File: config.mk
export PLATFORM = sky130hd
export DESIGN_NAME = mult_arb_seq
export DESIGN_NICKNAME = d
export VERILOG_FILES = /design/src/rtl/mult_arb_seq.sv
export SDC_FILE = /design/constraint.sdc
export NUM_CORES = 1
export LEC_CHECK = 0
export CAP_MARGIN = 20
export CORE_AREA = 4 4 41 43
export DETAILED_ROUTE_END_ITERATION = 7
export DIE_AREA = 0 0 45 47
export PLACE_DENSITY = 0.73
export SLEW_MARGIN = 20
export SYNTH_ARGS = -nofsm -noshare
export SYNTH_HDL_FRONTEND = slang
export SYNTH_SLANG_ARGS = --single-unit
export TNS_END_PERCENT = 30
File: constraint.sdc
create_clock -name Clk -period 1.4 [get_ports Clk]
set_input_delay 0.14 -clock Clk [delete_from_list [all_inputs] [get_ports Clk]]
set_output_delay 0.14 -clock Clk [all_outputs]
set_load 0.05 [all_outputs]
File: src/rtl/mult_arb_seq.sv
// Two-port arbiter and control sequencer for the shared shift-add signed multiplier datapath.
// Optional build macro MULT_FIXED_PRIO_EN selects fixed priority (requester 0 wins) instead of round robin.
module mult_arb_seq #(
    parameter int WIDTH = 8
) (
    input  logic       Clk,
    input  logic       Reset,
    input  logic [1:0] req,
    input  logic       M,
    output logic [1:0] gnt,
    output logic       sel,
    output logic       clr_xa,
    output logic       ld_b,
    output logic       add,
    output logic       sub,
    output logic       shift,
    output logic [1:0] done,
    output logic       busy
);

    localparam int CW = $clog2(WIDTH);
    localparam logic [CW-1:0] LAST_ITER = CW'(WIDTH - 1);

    typedef enum logic [2:0] {
        S_IDLE,
        S_LOAD,
        S_ADD,
        S_SHIFT,
        S_DONE
    } state_t;

    state_t        r_state;
    state_t        w_next;
    logic [CW-1:0] r_cnt;
    logic          r_owner;
    logic          w_winner;
    logic          w_last_iter;
`ifndef MULT_FIXED_PRIO_EN
    logic          r_last_owner;
`endif

    assign w_last_iter = (r_cnt == LAST_ITER);

    always_comb begin
        w_winner = 1'b0;
        if (req == 2'b10) begin
            w_winner = 1'b1;
        end else if (req == 2'b11) begin
`ifdef MULT_FIXED_PRIO_EN
            w_winner = 1'b0;
`else
            w_winner = ~r_last_owner;
`endif
        end
    end

    always_ff @(posedge Clk) begin
        if (Reset) begin
            r_state      <= S_IDLE;
            r_cnt        <= '0;
            r_owner      <= 1'b0;
`ifndef MULT_FIXED_PRIO_EN
            r_last_owner <= 1'b1;
`endif
        end else begin
            r_state <= w_next;
            case (r_state)
                S_IDLE: begin
                    if (req != 2'b00) r_owner <= w_winner;
                end
                S_LOAD: r_cnt <= '0;
                S_SHIFT: begin
                    if (!w_last_iter) begin
                        r_cnt <= r_cnt + 1'b1;
                    end
`ifndef MULT_FIXED_PRIO_EN
                    // Round-robin history updates as the operation enters DONE.
                    else begin
                        r_last_owner <= r_owner;
                    end
`endif
                end
                default: ;
            endcase
        end
    end

    always_comb begin
        w_next = r_state;
        gnt    = 2'b00;
        sel    = 1'b0;
        clr_xa = 1'b0;
        ld_b   = 1'b0;
        add    = 1'b0;
        sub    = 1'b0;
        shift  = 1'b0;
        done   = 2'b00;
        busy   = (r_state != S_IDLE);
        if (r_state != S_IDLE) begin
            gnt = r_owner ? 2'b10 : 2'b01;
            sel = r_owner;
        end
        case (r_state)
            S_IDLE: begin
                if (req != 2'b00) w_next = S_LOAD;
            end
            S_LOAD: begin
                clr_xa = 1'b1;
                ld_b   = 1'b1;
                w_next = S_ADD;
            end
            S_ADD: begin
                // Final iteration weighs the multiplier sign bit negatively.
                add    = M & ~w_last_iter;
                sub    = M & w_last_iter;
                w_next = S_SHIFT;
            end
            S_SHIFT: begin
                shift  = 1'b1;
                w_next = w_last_iter ? S_DONE : S_ADD;
            end
            S_DONE: begin
                done   = r_owner ? 2'b10 : 2'b01;
                w_next = S_IDLE;
            end
            default: w_next = S_IDLE;
        endcase
    end

endmodule

==> results of run 1 <==
==> repair_timing <==
action                     CTS  global route
pin swaps                    2             1
resized for setup           11             5
setup endpoints to repair   10            10
setup buffers                2             0
==> final timing paths <==
kind / start / to / slack [ns] / cells after the start
min reg2reg: r_last_owner / r_last_owner / 0.48 / 1
max: r_cnt[0] / sub / -0.07 / 5
max reg2reg: r_cnt[0] / r_state[1] / 0.04 / 5
min: r_last_owner / r_last_owner / 0.48 / 1
==> stage by stage <==
stage          hold WS, ns  TNS [ns]  util, %  total power [W]  std cells
2_1_floorplan        0.287    -0.188        -         0.000372         53
3_3_place_gp         0.450         0     52.7         0.000452         79
3_5_place_dp         0.468         0     52.7         0.000455         79
4_1_cts              0.478    -0.153     58.8         0.000637         84
5_1_grt              0.495    -0.281     60.1         0.000664         84
6_report             0.479    -0.131     60.1         0.000630         84
==> power groups by stage <==
stage	logic (W)	clock network (W)	registers [W]
floorplan	0.000128	0	0.000244
CTS	0.000201	0.000180	0.000256
finish	0.000203	0.000169	0.000258
global route	0.000212	0.000191	0.000260
detailed placement	0.000198	0	0.000257
global placement	0.000196	0	0.000256
==> logic make-up after synthesis <==
logic type / share of synthesized area (%)
simple gates: 33.4
compound gates: 15.0
flops: 36.3
buf+inv: 9.63
fa+ha+maj: 5.66
==> state kept, by name, summed over array words and instances, names as in the netlist <==
register      cells
r_state           3
r_cnt             3
r_last_owner      1
r_owner           1
==> metal layers <==
layer / vias to the layer above / wire length [um] / global-route usage (%)
met3: 2 / 69 / 3.45
met1: 192 / 416 / 12.4
met2: 13 / 502 / 19.5
met4: 0 / 13 / 7.02
li1: 218 / - / -
met5: - / 0 / 0
==> layout by cell type (no fill, tap or decap), types with 2 or more instances in the layout <==
master | synthesis | routed
a21oi_1 | 4 | 3
buf_12 | 0 | 10
buf_4 | 2 | 4
clkbuf_4 | 0 | 3
clkdlybuf4s50_1 | 0 | 4
dfxtp_1 | 8 | 3
dfxtp_2 | 0 | 5
ha_4 | 0 | 2
inv_1 | 2 | 2
nand2_1 | 5 | 5
nor2_1 | 10 | 5
nor2_2 | 0 | 4
o21ai_0 | 3 | 3
==> area by class of cell <==
type / instances / share of cell area (%)
Sequential cell: 8 / 21.3
Multi-Input combinational cell: 38 / 37.9
Clock buffer: 3 / 2.88
Tap cell: 15 / 2.40
Inverter: 2 / 0.960
Timing Repair Buffer: 18 / 34.6
==> metrics, run 1 <==
Die ar.=between 0.002 and 0.0025 mm2; dpl ws=between 0.009 and 0.01 ns; Internal=around 0.00043 W; most common cell in the netlist=nor2_1; Worst-Margin Slew=around 0.34 ns; Root Buffer=clkbuf_4; number of synthesized flops with an enable pin=0; share of total power in combinational logic=approximately a third; Num CTS Buffers=3; htree depth=1; post-synth top area share=~36%; Peak VDD IR=between 0.5 and 0.6 mV; setup violators final=2; Syn Std Cell Area=roughly 440 um2; Die X=45 um; CTS max path bufs=2; switching share of power=between 30% and 40%; CP arrival=approximately 1.3 ns; grt ovf=0; max_cap viols=0; first-pass GRT wire length=1710 um; Avg Vias per Cell=around 5.1; top_reg_cell synth=dfxtp_1; Placeable Area=around 0.0013 mm2; Routed Antenna Nets=0; Syn Area/Cell=8.33 um2; Rel. slew slack=between 70% and 80%; share of layout cells above drive strength 1=a little over half; Vias=around 430; row count=13; largest net degree at the start of global routing=10; Worst EP required=around 1.3 ns; type of origin of the critical path=flip-flop; slowest stage delay, CP=0.33 ns; Hold Fails Final Rpt=0; type of the worst setup path=reg -> out; Residual DRC=0; Net Count, Synth=60; CTS Sinks=8; top cells by count, synth=nor2_1 (10), dfxtp_1 (8), nand2_1 (5); number of diodes=0; cell area power density=~800 mW/mm2; outcome=finished with violations; RSZ-0062 raised after global routing=yes; DPL Wire Length=753 um; Top Ports=16; Async SR Flop Fraction=0%; Worst-path clk slew=roughly 0.05 ns; fin nets=roughly 80; Most common cell on crit path=ha_4; Area contributors post-synth=dfxtp_1 (36%), nor2_1 (8.5%), ha_1 (5.7%); Switch Pwr=roughly 0.00020 W; vias in the first global route=between 400 and 500; GRT Total Usage=around 11%; CP Buf/Inv Count=1; Yosys top cell by area=dfxtp_1; Iteration-0 DRC Markers=4; drt total wl=roughly 1000 um; Cell variety after synth=25; TritonCTS clock tree=built; DR pass1 iterations=3; leakage=around 0.30 nW; register area=approximately 170 um2; Seq pwr share=between 40% and 50%; clock share of power=a little over a quarter; critical path, cell by cell=ha_4 -> ha_4 -> and2_4 -> and3_4 -> buf_12; Synth Register Bits=8; delay-heaviest family, CP=flip-flops; slowest stage cell, crit path=dfxtp_2; yosys warns=0; cells after synthesis=53; DR WL/cell=11.9 um; clk_lat worst skew=around 0.25 ns; area delta synth->final=77.1%; antenna violations before repair=0; smallest setup slack after layout=-0.0717 ns; Worst setup EP type=primary output; Final GP Congestion=about 0.75; Min Clock Period, post-route=roughly 1.5 ns; Port Buf Inserts=15; Slew Limit Fails=0; multi-input logic area=297 um2; worst hold-check path type=reg -> reg; Post-DP Area=approximately 700 um2; Seq/Total Area, Yosys=between 30% and 40%; failing checks=negative setup slack; CP Max Fanout=3; final instance area=~780 um2; CTS Hold Bufs=0; Die Y=47 um; Tcrit/Tclk final=105%; initial cell density of the core=approximately a third; FILL cells=roughly 120; FMAX=about 680 MHz; clk_skew=just over 0.004 ns
(Power assumes the default switching activity.)
==> run 2, diff against run 1 <==
--- a/config.mk
+++ b/config.mk
@@ -10,6 +10,7 @@
 export DETAILED_ROUTE_END_ITERATION = 7
 export DIE_AREA = 0 0 45 47
 export PLACE_DENSITY = 0.73
+export SETUP_SLACK_MARGIN = 0.05
 export SLEW_MARGIN = 20
 export SYNTH_ARGS = -nofsm -noshare
 export SYNTH_HDL_FRONTEND = slang
==> run 2 against run 1 <==
  * Sequential power is essentially flat
  * Power grew 1.4%
  * Largest cell class unchanged
  * The flow still finishes with violations (negative setup slack)
  * First-iteration DRC count shrank 25%
  * Sequential share of layout area is essentially flat
  * Count of clock-buffer cells in the layout is the same
  * Via count grew 3.5%
  * Largest power group unchanged
  * Sequential cell count is the same
  * Highest routed layer is now met3
==> metrics, run 2 (same netlist as run 1, synthesis figures left out) <==
commonest cells after routing, fill and taps aside=buf_4 (9), buf_12 (7), nor2_1 (5), nand2_1 (5); Die X=45 um (unchanged); Regs by FF count=r_cnt x3, r_state x3; Pwr Total=0.000639 W (+1.4%); Most common cell on crit path=ha_4; CP Max Fanout=3 (unchanged); Placeable Area=0.00130 mm2 (unchanged); Tcrit/Tclk final=108% (+2.8 points); largest net degree at the start of global routing=10 (unchanged); fin nets=84 (+7.7%); Worst EP required=1.26 ns (about the same); share of layout cells above drive strength 1=57.3% (+3.7 points); area delta synth->final=85.0%; Worst setup EP type=primary output; row count=13 (unchanged); Top Ports=16 (unchanged); GRT Total Usage=12.1% (+0.72 points); htree depth=1 (unchanged); smallest setup slack after layout=-0.111 ns (-0.0388 ns); Vias=440 (+3.5%); Avg Vias per Cell=4.89 (-3.4%); Die ar.=0.00212 mm2 (unchanged); setup violators final=6 (+4); type of origin of the critical path=flip-flop; antenna violations before repair=0 (unchanged); Final GP Congestion=0.722 (-3.7%); worst hold-check path type=reg -> reg; FMAX=662 MHz (-2.6%); failing checks=negative setup slack; Min Clock Period, post-route=1.51 ns (+0.0388 ns); RSZ-0062 raised after global routing=yes; CTS max path bufs=2 (unchanged); leakage=0.322 nW (+8.6%); Min-Delay Path Depth=1 (unchanged); number of diodes=0 (unchanged); Residual DRC=0 (unchanged); initial cell density of the core=33.9% (unchanged); type of the worst setup path=reg -> out; DPL Wire Length=711 um (-5.5%); TritonCTS clock tree=built; Peak VDD IR=0.450 mV (-22%); Slew Limit Fails=0 (unchanged); Rel. slew slack=76.9% (-0.45 points); Num CTS Buffers=3 (unchanged); cell area power density=782 mW/mm2 (-2.9%); final instance area=817 um2 (+4.5%); CTS Sinks=8 (unchanged); grt ovf=0 (unchanged); outcome=finished with violations; Hold Fails Final Rpt=0 (unchanged); Routed Antenna Nets=0 (unchanged); clk_lat worst skew=0.25 ns (about the same); Die Y=47 um (unchanged); Port Buf Inserts=15 (unchanged); Worst-Margin Slew=0.346 ns (+0.00668 ns); Post-DP Area=646 um2 (-5.8%); DR pass1 iterations=4 (+1); commonest non-fill, non-tap cell in the layout=buf_4; max_cap viols=0 (unchanged); first-pass GRT wire length=1820 um (+6.4%); dpl ws=-0.0120 ns (-0.0211 ns); CP arrival=1.37 ns (+0.04 ns); DR WL/cell=12.5 um (+4.6%); critical path, cell by cell=ha_4 -> ha_4 -> and2_4 -> and3_4 -> buf_12; Iteration-0 DRC Markers=3 (-1); Worst-path clk slew=0.06 ns (about the same); slowest stage delay, CP=0.34 ns (about the same); slowest stage cell, crit path=dfxtp_2; vias in the first global route=424 (+2.2%); Layout Cells excl Fill=90 (+7.1%); FF-to-FF path depth=6 (+1); placed cell count=78 (-1.3%); Root Buffer=clkbuf_4; drt total wl=1120 um (+12%); clk_skew=0.0112 ns (+0.00710 ns)
[run 2: changes by cell type in the layout (fill, tap and decap cells not counted)]
cell     previous run  this run
buf_12             10         7
nor2_2              4         3
dfxtp_2             5         2
dfxtp_4             0         3
o21ai_0             3         2
buf_6               0         4
o21ai_1             0         1
buf_4               4         9
nor2_4              1         2
[run 2: layer usage]
metal	global-route usage [%]	up-vias	part of all wire, %
li1	-	226	-
met1	12.2	202	40
met2	21.8	12	54
met3	4.21	0	5.5
met4	7.02	0	0
met5	0	-	0
[run 2: final cells by class]
cell class / count / area, um2
multi-input cells: 38 / 302
well taps: 15 / 18.8
clock buffers: 3 / 22.5
repair buffers: 24 / 293
inverters: 2 / 7.51
flip-flops and latches: 8 / 174
fillers: 116 / 484
[run 2: worst max-delay path: cells and delay by family (launching register included)]
| kind | cells | cell delay (ns) |
|---|---|---|
| buf+inv | 1 | 0.14 |
| fa+ha+maj | 2 | 0.31 |
| simple gates | 2 | 0.33 |
| flops | 1 | 0.34 |
[run 2: per-stage QoR]
stage	hold WS [ns]	utilization (%)	setup TNS [ns]
final	0.466	62.8	-0.446
after global routing	0.498	62.8	-0.779
after CTS	0.476	59.6	-0.281
after detailed placement	0.464	49.6	-0.0120
after global placement	0.452	49.6	0
after floorplan	0.287	-	-0.171
[run 2: final timing paths]
path	slack [ns]	start	endpoint
setup / recovery	-0.11	r_cnt[0]	sub
hold / removal	0.47	r_last_owner	r_last_owner
setup reg to reg	-0.09	r_cnt[0]	r_state[1]
hold reg to reg	0.47	r_last_owner	r_last_owner
[run 2: repair_timing]
item	in CTS	in global routing
pin swaps	7	4
gates resized for setup	17	7
endpoints found under the hold margin	0	0
setup buffers	6	3
hold buffers	0	0
setup endpoints to repair	12	13
[run 2: where the power goes]
part	switching [W]	total, W	internal (W)
clock network	0.0000772	0.000175	0.0000980
registers	0.0000196	0.000255	0.000235
logic	0.000117	0.000209	0.0000919
